$ cat src/rtl/ddr_pkg.sv
// ddr_pkg: constants and types shared by the DDR read engine.
//   AXI4 encodings used on the AR/R channels, the 4 KB page size that
//   bursts must not cross, and the read engine FSM state encoding.
package ddr_pkg;

  localparam logic [2:0] ARSIZE_8B  = 3'd3;    // 8 bytes per beat
  localparam logic [1:0] BURST_INCR = 2'b01;
  localparam logic [1:0] RESP_OKAY  = 2'b00;

  // A burst may not cross a 4 KB page. Beats are 8 bytes, so a page
  // holds 512 beats.
  localparam int         PAGE_BYTES = 4096;
  localparam logic [9:0] PAGE_WORDS = 10'(PAGE_BYTES / 8);

  typedef enum logic [1:0] {
    ST_IDLE = 2'd0,
    ST_AR   = 2'd1,
    ST_DATA = 2'd2,
    ST_CPL  = 2'd3
  } rd_state_t;

endpackage

$ cat src/rtl/ddr_burst_split.sv
// ddr_burst_split: combinational burst sizing for the DDR read engine.
//   beats = min(remaining, P_MAX_BURST_LEN, words left in the 4 KB page)
// Ports:
//   word_off  in  9   byte address bits [11:3] (8-byte word offset in page)
//   remaining in  16  words still to request for the descriptor
//   beats     out 9   beats in the next burst (1..256 when remaining > 0)
//   arlen     out 8   beats - 1, ready for m_axi_arlen
module ddr_burst_split
  import ddr_pkg::*;
#(
  parameter int P_MAX_BURST_LEN = 16
) (
  input  logic [8:0]  word_off,
  input  logic [15:0] remaining,
  output logic [8:0]  beats,
  output logic [7:0]  arlen
);

  localparam logic [15:0] MAX_BEATS = 16'(P_MAX_BURST_LEN);

  logic [9:0] page_beats;
  logic [8:0] rem_clip;

  always_comb begin
    // Offset 0 gives 512, which never wins the compare because rem_clip
    // is already limited to at most 256.
    page_beats = PAGE_WORDS - {1'b0, word_off};
    rem_clip   = (remaining > MAX_BEATS) ? MAX_BEATS[8:0] : remaining[8:0];
    beats      = ({1'b0, rem_clip} > page_beats) ? page_beats[8:0] : rem_clip;
    // 256 beats wraps to 8'hFF, which is the correct arlen.
    arlen      = beats[7:0] - 8'd1;
  end

endmodule

$ cat src/rtl/ddr_rd_engine.sv
// ddr_rd_engine: consumer of one DDR local-queue read descriptor at a time.
//   Splits the descriptor into AXI4 INCR bursts (one outstanding), forwards
//   the returned data as a single AXI-Stream packet and pulses o_rd_ddr_cpl
//   together with o_rd_ddr_ready once the final beat has left the engine.
// Ports:
//   i_clk, i_rst             clock, asynchronous active-high reset
//   i_rd_ddr_*               descriptor in (addr, len in 64-bit words, strb)
//   o_rd_ddr_ready/cpl       idle indication / one-cycle completion pulse
//   m_axi_ar* / m_axi_r*     AXI4 read address and read data channels
//   m_axis_t*                AXI-Stream packet out, one output register stage
//   o_rd_err                 one-cycle pulse per bad R beat (resp or rlast)
module ddr_rd_engine
  import ddr_pkg::*;
#(
  parameter int C_M_AXI_ADDR_WIDTH = 32,
  parameter int C_M_AXI_DATA_WIDTH = 64,
  parameter int C_M_AXI_ID_WIDTH   = 1,
  parameter int P_AXI_ID           = 0,
  parameter int P_MAX_BURST_LEN    = 16
) (
  input  logic                          i_clk,
  input  logic                          i_rst,
  input  logic [C_M_AXI_ADDR_WIDTH-1:0] i_rd_ddr_addr,
  input  logic [15:0]                   i_rd_ddr_len,
  input  logic [7:0]                    i_rd_ddr_strb,
  input  logic                          i_rd_ddr_valid,
  output logic                          o_rd_ddr_ready,
  output logic                          o_rd_ddr_cpl,
  output logic [C_M_AXI_ID_WIDTH-1:0]   m_axi_arid,
  output logic [C_M_AXI_ADDR_WIDTH-1:0] m_axi_araddr,
  output logic [7:0]                    m_axi_arlen,
  output logic [2:0]                    m_axi_arsize,
  output logic [1:0]                    m_axi_arburst,
  output logic                          m_axi_arvalid,
  input  logic                          m_axi_arready,
  input  logic [C_M_AXI_DATA_WIDTH-1:0] m_axi_rdata,
  input  logic [1:0]                    m_axi_rresp,
  input  logic                          m_axi_rlast,
  input  logic                          m_axi_rvalid,
  output logic                          m_axi_rready,
  output logic [C_M_AXI_DATA_WIDTH-1:0] m_axis_tdata,
  output logic [7:0]                    m_axis_tkeep,
  output logic                          m_axis_tlast,
  output logic                          m_axis_tvalid,
  input  logic                          m_axis_tready,
  output logic                          o_rd_err
);

  rd_state_t                     state_reg;
  logic [C_M_AXI_ADDR_WIDTH-1:0] addr_reg;   // address of the next burst
  logic [15:0]                   rem_reg;    // words not yet requested
  logic [7:0]                    strb_reg;
  logic [8:0]                    bcnt_reg;   // beats left in current burst
  logic                          ready_reg;
  logic                          cpl_reg;
  logic                          err_reg;
  logic                          arvalid_reg;
  logic [7:0]                    arlen_reg;
  logic                          tvalid_reg;
  logic [C_M_AXI_DATA_WIDTH-1:0] tdata_reg;
  logic [7:0]                    tkeep_reg;
  logic                          tlast_reg;

  logic [8:0]  split_word;
  logic [15:0] split_rem;
  logic [8:0]  split_beats;
  logic [7:0]  split_arlen;
  logic        rready;
  logic        r_fire;
  logic        last_beat;

  // In IDLE the first burst is sized straight from the descriptor so that
  // arvalid can rise the cycle after accept; afterwards from the live state.
  assign split_word = (state_reg == ST_IDLE) ? i_rd_ddr_addr[11:3] : addr_reg[11:3];
  assign split_rem  = (state_reg == ST_IDLE) ? i_rd_ddr_len : rem_reg;

  ddr_burst_split #(
    .P_MAX_BURST_LEN (P_MAX_BURST_LEN)
  ) u_split (
    .word_off  (split_word),
    .remaining (split_rem),
    .beats     (split_beats),
    .arlen     (split_arlen)
  );

  // Accept a beat whenever the output register is empty or draining.
  assign rready    = (state_reg == ST_DATA) && (!tvalid_reg || m_axis_tready);
  assign r_fire    = m_axi_rvalid && rready;
  assign last_beat = (rem_reg == 16'd0) && (bcnt_reg == 9'd1);

  always_ff @(posedge i_clk or posedge i_rst) begin
    if (i_rst) begin
      state_reg   <= ST_IDLE;
      addr_reg    <= '0;
      rem_reg     <= '0;
      strb_reg    <= '0;
      bcnt_reg    <= '0;
      ready_reg   <= 1'b0;
      cpl_reg     <= 1'b0;
      err_reg     <= 1'b0;
      arvalid_reg <= 1'b0;
      arlen_reg   <= '0;
      tvalid_reg  <= 1'b0;
      tdata_reg   <= '0;
      tkeep_reg   <= '0;
      tlast_reg   <= 1'b0;
    end else begin
      cpl_reg <= 1'b0;
      err_reg <= 1'b0;
      if (tvalid_reg && m_axis_tready) begin
        tvalid_reg <= 1'b0;
      end

      case (state_reg)
        ST_IDLE: begin
          // During the cpl cycle the queue still shows the descriptor it is
          // about to pop, so it must not be taken a second time.
          if (ready_reg && i_rd_ddr_valid && !cpl_reg) begin
            ready_reg <= 1'b0;
            addr_reg  <= i_rd_ddr_addr;
            rem_reg   <= i_rd_ddr_len;
            strb_reg  <= i_rd_ddr_strb;
            if (i_rd_ddr_len == 16'd0) begin
              state_reg <= ST_CPL;
            end else begin
              state_reg   <= ST_AR;
              arvalid_reg <= 1'b1;
              arlen_reg   <= split_arlen;
            end
          end else begin
            ready_reg <= 1'b1;
          end
        end

        ST_AR: begin
          if (m_axi_arready) begin
            arvalid_reg <= 1'b0;
            addr_reg    <= addr_reg + C_M_AXI_ADDR_WIDTH'({split_beats, 3'b000});
            rem_reg     <= rem_reg - 16'(split_beats);
            bcnt_reg    <= split_beats;
            state_reg   <= ST_DATA;
          end
        end

        ST_DATA: begin
          if (r_fire) begin
            tvalid_reg <= 1'b1;
            tdata_reg  <= m_axi_rdata;
            tlast_reg  <= last_beat;
            tkeep_reg  <= last_beat ? strb_reg : 8'hFF;
            bcnt_reg   <= bcnt_reg - 9'd1;
            // Framing follows our own beat count; a bad response or a
            // misplaced rlast is only flagged.
            if ((m_axi_rresp != RESP_OKAY) || (m_axi_rlast != (bcnt_reg == 9'd1))) begin
              err_reg <= 1'b1;
            end
            if (bcnt_reg == 9'd1) begin
              if (rem_reg != 16'd0) begin
                state_reg   <= ST_AR;
                arvalid_reg <= 1'b1;
                arlen_reg   <= split_arlen;
              end else begin
                state_reg <= ST_CPL;
              end
            end
          end
        end

        ST_CPL: begin
          if (!tvalid_reg || (m_axis_tready && tlast_reg)) begin
            cpl_reg   <= 1'b1;
            ready_reg <= 1'b1;
            state_reg <= ST_IDLE;
          end
        end

        default: state_reg <= ST_IDLE;
      endcase
    end
  end

  assign o_rd_ddr_ready = ready_reg;
  assign o_rd_ddr_cpl   = cpl_reg;
  assign o_rd_err       = err_reg;
  assign m_axi_arid     = C_M_AXI_ID_WIDTH'(P_AXI_ID);
  assign m_axi_araddr   = addr_reg;
  assign m_axi_arlen    = arlen_reg;
  assign m_axi_arsize   = ARSIZE_8B;
  assign m_axi_arburst  = BURST_INCR;
  assign m_axi_arvalid  = arvalid_reg;
  assign m_axi_rready   = rready;
  assign m_axis_tdata   = tdata_reg;
  assign m_axis_tkeep   = tkeep_reg;
  assign m_axis_tlast   = tlast_reg;
  assign m_axis_tvalid  = tvalid_reg;

endmodule

$ cat config.mk
export PLATFORM = sky130hd
export DESIGN_NAME = ddr_rd_engine
export DESIGN_NICKNAME = d
export VERILOG_FILES = /design/src/rtl/ddr_pkg.sv /design/src/rtl/ddr_burst_split.sv /design/src/rtl/ddr_rd_engine.sv
export SDC_FILE = /design/constraint.sdc
export NUM_CORES = 1
export LEC_CHECK = 0
export ABC_CLOCK_PERIOD_IN_PS = 6300
export BUFFER_PORTS_ARGS = -buffer_cell sky130_fd_sc_hd__buf_2
export CORE_MARGIN = 10
export CORE_UTILIZATION = 40
export CTS_CLUSTER_SIZE = 20
export DETAILED_ROUTE_END_ITERATION = 8
export PLACE_DENSITY = 0.69
export SYNTH_ARGS = -nofsm -noshare
export SYNTH_HDL_FRONTEND = slang
export SYNTH_HIERARCHICAL = 1
export SYNTH_SLANG_ARGS = --single-unit
$ cat constraint.sdc
create_clock -name i_clk -period 6.3 [get_ports i_clk]
set_clock_uncertainty 0.05 [all_clocks]
set_input_delay 1.26 -clock i_clk [delete_from_list [all_inputs] [get_ports i_clk]]
set_output_delay 1.26 -clock i_clk [all_outputs]
set_load 0.05 [all_outputs]
Yosys cells after proc, flatten, opt, wreduce, memory -nomap -nowiden
Cells that the tools add are included. Widths: inputs -> output; s select.

Add/subtract/negate cells: 5. Magnitude comparators: 2. Eq/ne operators: 12. Mux-type cells: 46. Reductions and logical operators: 30.

Operators with widths (number): $mux 32 (2); $pmux 32 s2 (1); $mux 16 (3); $mux 8 (6); $mux 9 (5); $add 32x12->32 (1); $logic_not 16->1 (2); $pmux 16 s2 (1); $pmux 9 s2 (1); $gt 16x5->1 const B (1); $mux 1 (16); $pmux 8 s2 (1); $reduce_bool 16->1 (1); $sub 16x9->16 (1); $mux 2 (7); $gt 9x10->1 (1); $reduce_bool 2->1 (5); $sub 10x9->10 const A (1); $eq 9x1->1 const B (1); $sub 9x1->9 const B (1); $ne 2x2->1 const B (4); $pmux 2 s4 (1); $sub 8x1->8 const B (1); $logic_and 1x1->1 (7); other kinds (15) (24).

Bits in registers: 153. Input port bits: 129. Output and inout port bits: 125. Word-level logic and storage cells: 109.

Depth between registers and ports, before layout
Gate-level depths: netlist of run 1.

Word-level depth: 11. Depth in mapped cells: 27. Gate-level depth less buffers: 24.

Hierarchy
Netlist of run 1, hierarchy kept.

By module, submodules not included: ddr_rd_engine (instances 1, cells each 798, area an instance 8097.8 µm²); ddr_burst_split (instances 1, cells each 119, area an instance 793.3 µm²).

Worst setup path after synthesis of run 1
Ideal clock, no wire load.

Kind: flip-flop to flip-flop. Start: register state_reg[0]. End: register addr_reg[25] (netlist: m_axi_araddr[25]). Setup time: 137 ps. Data arrival time: 5806 ps. Data required time: 6113 ps. Setup slack: 307 ps. Cell stages (with the launch flop): 26. Path buffers: 5. Clock period less this slack: 5993 ps. Cell sequence: dfrtp_1 -> buf_2 -> nor2_2 -> buf_1 -> clkbuf_1 -> o21ai_0 -> or3_1 -> buf_2 -> or3_4 -> nor3_4 -> xor2_2 -> ha_1 -> nand3_1 -> or2_1 -> a21oi_1 -> o31ai_2 -> clkbuf_1 -> o21ai_0 -> inv_1 -> fa_1 -> nand2b_1 -> a21oi_1 -> o311a_1 -> o21ai_1 -> o311ai_0 -> nand3_1.

RTL lines: start, declared (line ddr_rd_engine.sv:49) `rd_state_t state_reg;`; start signal, assigned (line ddr_rd_engine.sv:93) `state_reg <= ST_IDLE;`; start signal, assigned (line ddr_rd_engine.sv:124) `state_reg <= ST_CPL;`; start signal, assigned (line ddr_rd_engine.sv:126) `state_reg <= ST_AR;`; $logic_not 2->1 (*) (line ddr_rd_engine.sv:74) `assign split_word = (state_reg == ST_IDLE) ? i_rd_ddr_addr[11:3] : addr_reg[11:3];`; $mux 9 (*) (line ddr_rd_engine.sv:74); net split_word[1] (line ddr_rd_engine.sv:64) `logic [8:0] split_word;`; $sub 10x9->10 (*) (line ddr_burst_split.sv:27) `page_beats = PAGE_WORDS - {1'b0, word_off};`; $gt 9x10->1 (line ddr_burst_split.sv:29) `beats = ({1'b0, rem_clip} > page_beats) ? page_beats[8:0] : rem_clip;`; $mux 9 (*) (line ddr_burst_split.sv:29); net split_beats[1] (line ddr_rd_engine.sv:66) `logic [8:0] split_beats;`; $add 32x12->32 (*) (line ddr_rd_engine.sv:138) `addr_reg <= addr_reg + C_M_AXI_ADDR_WIDTH'({split_beats, 3'b000});`; $mux 32 (*) (line ddr_rd_engine.sv:136) `if (m_axi_arready) begin`; $pmux 32 s2 (*) (line ddr_rd_engine.sv:114) `case (state_reg)`; end signal, assigned (line ddr_rd_engine.sv:120) `addr_reg <= i_rd_ddr_addr;`; end signal, assigned (line ddr_rd_engine.sv:138); end, declared (line ddr_rd_engine.sv:50) `logic [C_M_AXI_ADDR_WIDTH-1:0] addr_reg;`.

The timed path passes the listed nets; every way through them passes the cells marked *. The select of a mux whose other input is x is not followed. A chain may end at the register's enable or synchronous reset.

Worst setup path in the final report of run 1
Start: input i_rd_ddr_addr[5]. End: register addr_reg[27] (netlist: m_axi_araddr[27]).

Cells in the longest elaborated chain, start to end: 7.

Ends and longest elaborated chain: start, declared (line ddr_rd_engine.sv:23) `input logic [C_M_AXI_ADDR_WIDTH-1:0] i_rd_ddr_addr,`; $mux 9 (line ddr_rd_engine.sv:74); net split_word[2] (line ddr_rd_engine.sv:64); $sub 10x9->10 (line ddr_burst_split.sv:27); $gt 9x10->1 (line ddr_burst_split.sv:29); $mux 9 (line ddr_burst_split.sv:29); net split_beats[0] (line ddr_rd_engine.sv:66); $add 32x12->32 (line ddr_rd_engine.sv:138); $mux 32 (line ddr_rd_engine.sv:136); $pmux 32 s2 (line ddr_rd_engine.sv:114).

The timed path passes the listed nets, and every way through them passes these cells. The select of a mux whose other input is x is not followed.

==> out/metrics.cfg, run 1 <==
[placed_design]
io_buffers=247
dpl_cell_area_um2=10600
dpl.hpwl_um=20500
gp_congestion=0.922

[floorplanning]
ioPinCount=254
die_h_um=169
die_x_um=169
fp-row-count=54
core_um2=21800
die-area_um2=28600
start_util_pct=40.7

[timing]
min_period_ps=5780
fin_tns_setup_ps=0
drv_slew=0
tightest_slew_ps=1040
fin_crit_sh_pct=91.8
hold_violations=0
whs_ps=425
max_freq_ghz=0.173
rsz0062_at_grt=false
setup_viol=0
slew_headroom_pct=30.5

[yosys]
synth-seq-area-share_pct=43.1
syn_avg_cell_area_um2=9.70
ys_warn_count=6
syn_area_um2=8890
netlist_instances=917
synth_flop_cell=dfrtp_1
synthArstFlopShare_pct=100
synth_edf_count=0
ys_ff_latch=153
ys_types=78

[clocking]
cts_made_buffers=17
clk_latency_ps=430
htree_levels=4
postCtsHoldBufs=0
clockBufferDepth=2
cts_root_buffer=clkbuf_16
cts.sinks=153
cts_tree=done
path_clk_slew_ps=70

[route]
via_per_inst=5.47
routedWlPerCell_um=18.7
drtIter0Drc=635
wirelength_um=27600
drt_pass1_iterations=5
vias=8081
postRouteAntennaNets=0
route.detailed.drc=0

[grt]
grt_pass1_wl_um=43900
grt_max_degree=80
antenna_found_initial=2
grt_use_total_pct=18.7
grt_pass1_vias=8117
grt_overflow=0

[layout]
largest_reg_flops=64
multi_input_area_um2=4720
post-route-util_pct=51.5
area_growth_pct=26.3
fin_area_um2=11200
final_nets=1346
seq_area_um2=3830
drive_gt1_share_pct=36.8
nFillCells=2058

[setup_path]
cp_max_fo=8
crit_start=i_rd_ddr_addr[5]
reg2reg_from=state_reg[0]
r2r_slack_ps=520
cp.required_ps=6560
path_cells=buf_2 > mux2_2 > or3_1 > or3_4 > nor3_4 > xor2_2 > ha_1 > nand3_1 > or2_1 > a21oi_1 > o31ai_4 > inv_2 > o21bai_1 > ha_1 > inv_1 > fa_1 > nand2b_1 > a21oi_1 > o311a_1 > o21a_1 > a41oi_1 > o22a_1
cp.arrival_ps=6050
cp_slowest_stage_delay_ps=400
worst_setup_path_end_kind=flip-flop
critPathBufInv=3
reg2reg_depth=23
start_kind=input pin
crit_cells=22
crit_type=input pin to flip-flop
endpoint=m_axi_araddr[27]
cp_top_family=compound AO/OA/AOI/OAI gates
cp_slowest_cell=o31ai_4
r2r-end=m_axi_araddr[27]

[run]
cap_violations=0

[status]
status=finished, final reports clean

[hold_path]
hp-class=flip-flop to flip-flop

stage by stage:
| stage | setup WS (ps) | std cells |
|---|---|---|
| final | 516 | 1478 |
| after global routing | 83.3 | 1477 |
| after CTS | 315 | 1473 |
| after detailed placement | -431 | 1441 |
| after global placement | -265 | 1441 |
| after floorplan | 307 | 924 |
cells by family (layout without fill, tap and decap cells):
group | after synthesis | count (layout) | synth area share (%)
compound gates | 204 | 204 | 15.2
xor+xnor | 22 | 22 | 2.25
fa+ha+maj | 33 | 33 | 4.81
buf+inv | 86 | 359 | 4.46
flops | 153 | 153 | 43.1
mux | 102 | 102 | 12.8
other cells | 3 | 11 | 0.127
simple gates | 314 | 314 | 17.3
synth_stat cells (13+ instances only):
| cell | number | area [um^2] |
|---|---|---|
| buf_2 | 13 | 65.1 |
| mux2_2 | 94 | 1060 |
| ha_1 | 31 | 388 |
| inv_1 | 32 | 120 |
| and3_1 | 14 | 87.6 |
| dfrtp_1 | 153 | 3830 |
| o21ai_0 | 47 | 235 |
| o22a_1 | 13 | 114 |
| nor2_1 | 57 | 214 |
| nand2_1 | 109 | 409 |
| nand3_1 | 36 | 180 |
| nor4_1 | 13 | 81.3 |
| nor3_1 | 22 | 110 |
| a21oi_1 | 50 | 250 |
| clkbuf_1 | 24 | 90.1 |
| xnor2_1 | 13 | 114 |
per-layer routing:
metal | vias to the layer above | global-route usage (%) | wire length (um)
li1 | 3844 | - | -
met1 | 3918 | 24.0 | 11500
met2 | 291 | 30.6 | 13600
met3 | 28 | 5.12 | 2130
met4 | 0 | 4.24 | 359
met5 | - | 0 | 0
cells in the final DEF, fill, tap and decap left out, types with 12 or more instances in the layout:
cell       netlist  final
a31oi_1         12     12
nand3_1         36     36
inv_1           32     31
and3_1          14     13
buf_2           13    247
or3_1           12     12
dfrtp_1        153    153
nand2_1        109    109
nor2_1          57     56
o22a_1          13     13
o21ai_0         47     47
buf_4            9     46
ha_1            31     31
mux2_2          94     94
nor4_1          13     13
a21oi_1         50     50
clkbuf_16        0     17
xnor2_1         13     13
nor3_1          22     22
area by class of cell:
class,instances,share of cell area (%)
multi-input cells,685,42.0
flip-flops and latches,153,34.1
repair buffers,294,14.3
clock buffers,17,3.79
well taps,280,3.12
clock inverters,15,1.60
inverters,33,1.15
diodes,1,0.0223
worst register-to-register path: stages (launching register included):
cell and delay [ps]:
dfrtp_1 400, nor2_2 240, buf_12 210, mux2_2 380, or3_1 360, or3_4 370, nor3_4 150, xor2_2 90
ha_1 290, nand3_1 90, or2_1 120, a21oi_1 70, o31ai_4 400, inv_2 130, o21bai_1 270, ha_1 220
inv_1 60, fa_1 380, nand2b_1 190, a21oi_1 200, o311a_1 300, o21a_1 320, a41oi_1 170, o22a_1 220
worst min-delay path by stage:
| stage | from | end | slack [ps] | cells after the start |
|---|---|---|---|---|
| floorplan | strb_reg[0] | strb_reg[0] | 400 | 2 |
| global placement | m_axi_araddr[0] | m_axi_araddr[0] | 400 | 2 |
| detailed placement | m_axi_araddr[0] | m_axi_araddr[0] | 410 | 2 |
| CTS | m_axi_araddr[0] | m_axi_araddr[0] | 430 | 2 |
| global route | m_axi_araddr[1] | m_axi_araddr[1] | 450 | 2 |
| finish | m_axi_araddr[0] | m_axi_araddr[0] | 420 | 2 |
timing repair:
item                       CTS  global route
cloned                       0             0
resized for setup            1             0
pin swaps                    0             1
setup endpoints to repair    1            11
buffers inserted             0             4
Power of run 1 is left out: the tool's default activity adds up to more than one toggle a clock period on the data nets, which glitch-free logic cannot reach.
==> inputs of run 2 (changes only) <==
--- a/config.mk
+++ b/config.mk
@@ -5,13 +5,16 @@
 export SDC_FILE = /design/constraint.sdc
 export NUM_CORES = 1
 export LEC_CHECK = 0
+export ABC_AREA = 1
 export ABC_CLOCK_PERIOD_IN_PS = 6300
 export BUFFER_PORTS_ARGS = -buffer_cell sky130_fd_sc_hd__buf_2
+export CORE_ASPECT_RATIO = 1.25
 export CORE_MARGIN = 10
 export CORE_UTILIZATION = 40
 export CTS_CLUSTER_SIZE = 20
 export DETAILED_ROUTE_END_ITERATION = 8
-export PLACE_DENSITY = 0.69
+export PLACE_DENSITY = 0.68
+export SETUP_SLACK_MARGIN = 0.4
 export SYNTH_ARGS = -nofsm -noshare
 export SYNTH_HDL_FRONTEND = slang
 export SYNTH_HIERARCHICAL = 1
==> out/metrics.cfg, run 2 <==
[floorplanning]
start_util_pct=40.5  ; was 40.7%
die_x_um=161  ; was 169 um
die-area_um2=31500  ; was 28600 um^2
ioPinCount=254  ; unchanged
core_um2=24400  ; was 21800 um^2
die_h_um=196  ; was 169 um
fp-row-count=64  ; was 54

[setup_path]
cp_slowest_cell=dfrtp_1  ; was o31ai_4
cp.required_ps=6580  ; was 6560 ps
crit_type=flip-flop to flip-flop  ; was input pin to flip-flop
reg2reg_from=state_reg[0]  ; unchanged
cp_slowest_stage_delay_ps=570  ; was 400 ps
cp.arrival_ps=5710  ; was 6050 ps
cpMostUsedCell=nand2_1
crit_start=state_reg[0]  ; was i_rd_ddr_addr[5]
cp_max_fo=9  ; was 8
worst_setup_path_end_kind=flip-flop  ; unchanged
start_kind=flip-flop  ; was input pin

[clocking]
clk_latency_ps=440  ; was 430 ps
htree_levels=4  ; unchanged
cts_tree=done  ; unchanged
path_clk_slew_ps=80  ; was 70 ps
clockBufferDepth=2  ; unchanged
post_cts_buffers=0  ; unchanged
cts_resized=0  ; was 1
postCtsHoldBufs=0  ; unchanged
cts_root_buffer=clkbuf_16  ; unchanged
cts.sinks=153  ; unchanged
cts_made_buffers=17  ; unchanged

[timing]
max_freq_ghz=0.184  ; was 0.173 GHz
slew_headroom_pct=33.8  ; was 30.5%
fin_tns_setup_ps=0  ; unchanged
drv_slew=0  ; unchanged
hold_violations=0  ; unchanged
tightest_slew_ps=991  ; was 1040 ps
setup_viol=0  ; unchanged
min_period_ps=5430  ; was 5780 ps
rsz0062_at_grt=false  ; unchanged
fin_crit_sh_pct=86.1  ; was 91.8%

[layout]
antenna_cells=0  ; was 1
largest_reg_flops=64  ; unchanged
layout_commonest_cell=nand2_1  ; was buf_2
final_nets=1879  ; was 1346
final_cell_mix=606 x nand2_1, 247 x buf_2, 170 x inv_1  ; was 247 x buf_2, 153 x dfrtp_1, 109 x nand2_1
drive_gt1_share_pct=19.2  ; was 36.8%
area_growth_pct=21.5  ; was 26.3%
post-route-util_pct=49.2  ; was 51.5%

[route]
wirelength_um=32200  ; was 27600 um
postRouteAntennaNets=0  ; unchanged
drt_pass1_iterations=7  ; was 5
routedWlPerCell_um=15.7  ; was 18.7 um
route.detailed.drc=0  ; unchanged
drtIter0Drc=829  ; was 635
via_per_inst=4.88  ; was 5.47
vias=10000  ; was 8081

[yosys]
synth_top_cell_by_area=dfrtp_1  ; unchanged
synth_most_common_cell=nand2_1  ; was dfrtp_1
synthArstFlopShare_pct=100  ; unchanged
synth_edf_count=0  ; unchanged
syn_area_um2=9890  ; was 8890 um^2
synth_commonest_cells=606 x nand2_1, 171 x inv_1, 153 x dfrtp_1  ; was 153 x dfrtp_1, 109 x nand2_1, 94 x mux2_2
synth_area_leaders=dfrtp_1 39%, nand2_1 23%, inv_1 6.5%  ; was dfrtp_1 43%, mux2_2 12%, nand2_1 4.6%
synth_flop_cell=dfrtp_1  ; unchanged
netlist_instances=1479  ; was 917
syn_avg_cell_area_um2=6.69  ; was 9.70 um^2
synth-seq-area-share_pct=38.7  ; was 43.1%
ys_ff_latch=153  ; unchanged
ys_warn_count=6  ; unchanged
ys_types=46  ; was 78
synth_top_area_share_pct=38.7  ; was 43.1%

[run]
cap_violations=0  ; unchanged

[placed_design]
io_buffers=247  ; unchanged
gp_congestion=0.934  ; was 0.922
dpl.hpwl_um=24900  ; was 20500 um

[grt]
grt_pass1_vias=9925  ; was 8117
use_met3_pct=5.57  ; was 5.12%
antenna_found_initial=4  ; was 2
globalRouteMet1Util_pct=22.9  ; was 24.0%
grt_pass1_wl_um=52300  ; was 43900 um
grt_overflow=0  ; unchanged
grt.busiest_layer=met2  ; unchanged
grt_max_degree=77  ; was 80
grt_use_total_pct=20.3  ; was 18.7%
met2_usage_pct=35.4  ; was 30.6%

[hold_path]
holdCritStartpoint=m_axi_arlen[3]  ; was m_axi_araddr[0]
hp-class=flip-flop to flip-flop  ; unchanged

[status]
status=finished, final reports clean  ; unchanged

-- run 2: cell families (layout without fill, tap and decap cells) --
logic type / count (synthesis) / count (layout) / synth area share (%)
flops: 153 / 153 / 38.7
fa+ha+maj: 33 / 33 / 4.33
simple gates: 906 / 907 / 38.2
other cells: 3 / 10 / 0.114
xor+xnor: 18 / 18 / 1.67
buf+inv: 228 / 471 / 9.21
compound gates: 138 / 138 / 7.74
-- run 2: area by class of cell --
cell class	instances	area [um^2]
timing repair buffer	262	1350
inverter	177	669
clock buffer	19	433
multi-input combinational	1106	5190
sequential	153	3830
fill	2470	12400
tap	330	413
clock inverter	13	136
-- run 2: worst max-delay path: cells and delay by family, from the launching register on --
kind	cells	cell delay [ps]
simple gates	20	2380
buf+inv	6	610
fa+ha+maj	4	1180
flops	1	570
compound gates	2	520
-- run 2: final timing paths --
check                           slack (ps)  cells past startpoint                to
worst max-delay path                   870                     32  m_axi_araddr[23]
worst min-delay path                   410                      2    m_axi_arlen[3]
worst max register to register         870                     32  m_axi_araddr[23]
worst min register to register         410                      2    m_axi_arlen[3]
max in group asynchronous             4240                      3  m_axis_tdata[45]
min in group asynchronous              900                      2  m_axi_araddr[14]
-- run 2: through the flow --
step | hold slack [ps] | cells | setup slack (ps) | instance area [um^2]
after detailed placement | 404 | 2021 | 657 | 11400
after floorplan | 393 | 1486 | 869 | 9920
after global routing | 443 | 2060 | 407 | 12000
final | 411 | 2060 | 875 | 12000
after global placement | 404 | 2021 | 767 | 11400
after CTS | 419 | 2053 | 808 | 12000
-- run 2: layer usage --
layer	part of all wire [%]	wire length (um)
met4	3.4	1080
met2	49	16000
met3	7.0	2260
met1	40	12900
met5	0.13	41
Power of run 2 is left out for the same reason.
==> inputs of run 3 (changes only) <==
--- a/config.mk
+++ b/config.mk
@@ -5,7 +5,7 @@
 export SDC_FILE = /design/constraint.sdc
 export NUM_CORES = 1
 export LEC_CHECK = 0
-export ABC_AREA = 1
+export ABC_AREA = 0
 export ABC_CLOCK_PERIOD_IN_PS = 6300
 export BUFFER_PORTS_ARGS = -buffer_cell sky130_fd_sc_hd__buf_2
 export CORE_ASPECT_RATIO = 1.25
@@ -13,7 +13,7 @@
 export CORE_UTILIZATION = 40
 export CTS_CLUSTER_SIZE = 20
 export DETAILED_ROUTE_END_ITERATION = 8
-export PLACE_DENSITY = 0.68
+export PLACE_DENSITY = 0.69
 export SETUP_SLACK_MARGIN = 0.4
 export SYNTH_ARGS = -nofsm -noshare
 export SYNTH_HDL_FRONTEND = slang
==> out/metrics.cfg, run 3 (synthesized netlist as in run 1, its figures left out) <==
[route]
drtIter0Drc=551  ; was 829
wirelength_um=28500  ; was 32200 um
routedWlPerCell_um=19.5  ; was 15.7 um
vias=7977  ; was 10000
route.detailed.drc=0  ; unchanged
drt_pass1_iterations=5  ; was 7
via_per_inst=5.47  ; was 4.88
postRouteAntennaNets=0  ; unchanged

[grt]
grt_pass1_vias=7951  ; was 9925
antenna_found_initial=2  ; was 4
grt_pass1_wl_um=44600  ; was 52300 um
grt_max_degree=93  ; was 77
grt_overflow=0  ; unchanged
grt_use_total_pct=19.1  ; was 20.3%

[timing]
hold_violations=0  ; unchanged
fin_crit_sh_pct=89.4  ; was 86.1%
max_freq_ghz=0.177  ; was 0.184 GHz
setup_viol=0  ; unchanged
fin_tns_setup_ps=0  ; unchanged
rsz0062_at_grt=false  ; unchanged
min_period_ps=5630  ; was 5430 ps
slew_headroom_pct=31.5  ; was 33.8%
tightest_slew_ps=1030  ; was 991 ps
final.setup.worst_slack_ps=665  ; was 875 ps
drv_slew=0  ; unchanged

[clocking]
clk_latency_ps=420  ; was 440 ps
cts_root_buffer=clkbuf_16  ; unchanged
clockBufferDepth=2  ; unchanged
cts_made_buffers=17  ; unchanged
htree_levels=4  ; unchanged
path_clk_slew_ps=70  ; was 80 ps
cts.sinks=153  ; unchanged
cts_tree=done  ; unchanged
post_cts_buffers=0  ; unchanged

[placed_design]
io_buffers=247  ; unchanged
gp_congestion=0.905  ; was 0.934
dpl_cell_area_um2=10500  ; was 11400 um^2
dpl.hpwl_um=21500  ; was 24900 um
preCtsSetupSlack_ps=98.5  ; was 657 ps

[floorplanning]
ioPinCount=254  ; unchanged
die_h_um=187  ; was 196 um
die_x_um=153  ; was 161 um
die-area_um2=28600  ; was 31500 um^2
core_um2=21700  ; was 24400 um^2
start_util_pct=41.0  ; was 40.5%
fp-row-count=60  ; was 64

[run]
cap_violations=0  ; unchanged

[setup_path]
cp.arrival_ps=5880  ; was 5710 ps
crit_start=i_rd_ddr_addr[5]  ; was state_reg[0]
start_kind=input pin  ; was flip-flop
worst_setup_path_end_kind=flip-flop  ; unchanged
cp_max_fo=16  ; was 9
reg2reg_depth=23  ; was 32
r2r_slack_ps=720  ; was 870 ps
reg2reg_from=state_reg[0]  ; unchanged
r2r-end=rem_reg[14]  ; was m_axi_araddr[23]
endpoint=rem_reg[14]  ; was m_axi_araddr[23]
cp.required_ps=6540  ; was 6580 ps
crit_type=input pin to flip-flop  ; was flip-flop to flip-flop

[layout]
drive_gt1_share_pct=36.5  ; was 19.2%
final_cell_mix=247 x buf_2, 153 x dfrtp_1, 109 x nand2_1  ; was 606 x nand2_1, 247 x buf_2, 170 x inv_1
layout_commonest_cell=buf_2  ; was nand2_1
final_nets=1327  ; was 1879
largest_reg_flops=64  ; unchanged
area_growth_pct=25.0  ; was 21.5%
fin_area_um2=11100  ; was 12000 um^2

[hold_path]
holdCritStartpoint=m_axi_araddr[1]  ; was m_axi_arlen[3]
hp-class=flip-flop to flip-flop  ; unchanged
hold_path_depth=2  ; unchanged

[status]
status=finished, final reports clean  ; unchanged

run 3: cell types whose count changed in the layout (fill, tap and decap cells not counted), sizes merged, moves of 13 or more:
cell | before | now
nand2 | 620 | 109
nor2 | 150 | 60
mux2 | 0 | 94
o22a | 0 | 13
or3 | 0 | 13
nor4 | 1 | 14
buf | 262 | 275
and3 | 0 | 14
nand3 | 100 | 36
o21ai | 71 | 51
inv | 182 | 40
run 3: how the worst min path moves through the flow:
stage,to,slack (ps)
after floorplan,strb_reg[0],400
after global placement,m_axi_araddr[1],400
after detailed placement,m_axi_araddr[1],410
after CTS,m_axi_araddr[1],420
after global routing,m_axi_araddr[1],440
final,m_axi_araddr[1],420
run 3: area by class of cell:
type	count	area, um^2
antenna	1	2.50
clock buffer	17	425
clock inverter	15	180
multi-input combinational	685	4750
timing repair buffer	275	1450
fill	2055	10600
tap	279	349
inverter	33	129
sequential	153	3830
run 3: repair_timing:
action | 4_1_cts | 5_1_grt
hold buffers | 0 | 0
pin swaps | 0 | 0
endpoints found under the hold margin | 0 | 0
gates resized for setup | 1 | 9
endpoints found under the setup margin | 2 | 13
run 3: stage by stage:
step	utilization, %	hold WS, ps	cells
after CTS	51.1	424	1457
final	51.2	421	1458
after floorplan	-	397	924
after global routing	51.2	441	1457
after global placement	48.3	404	1425
after detailed placement	48.3	407	1425
run 3: critical path, stage by stage:
cell      delay (ps)
buf_2            100
mux2_2           310
or3_1            370
or3_4            370
nor3_4           150
xor2_2           170
ha_1             160
nand3_1           90
or2_1            250
o32a_1           210
o31ai_4           80
buf_4            260
mux2i_1          200
buf_4            170
inv_1             50
ha_1             320
nor2b_1          270
o31ai_2          110
a211oi_1         490
buf_4            220
mux2i_1          170
o21ai_0           80
run 3: metal layers:
layer | up-vias | track usage [%] | routed length, um
met5 | - | 0 | 18
met4 | 2 | 6.84 | 799
met3 | 50 | 4.30 | 1610
met2 | 248 | 32.8 | 14500
met1 | 3862 | 22.9 | 11500
li1 | 3815 | - | -
Power of run 3 is left out for the same reason.
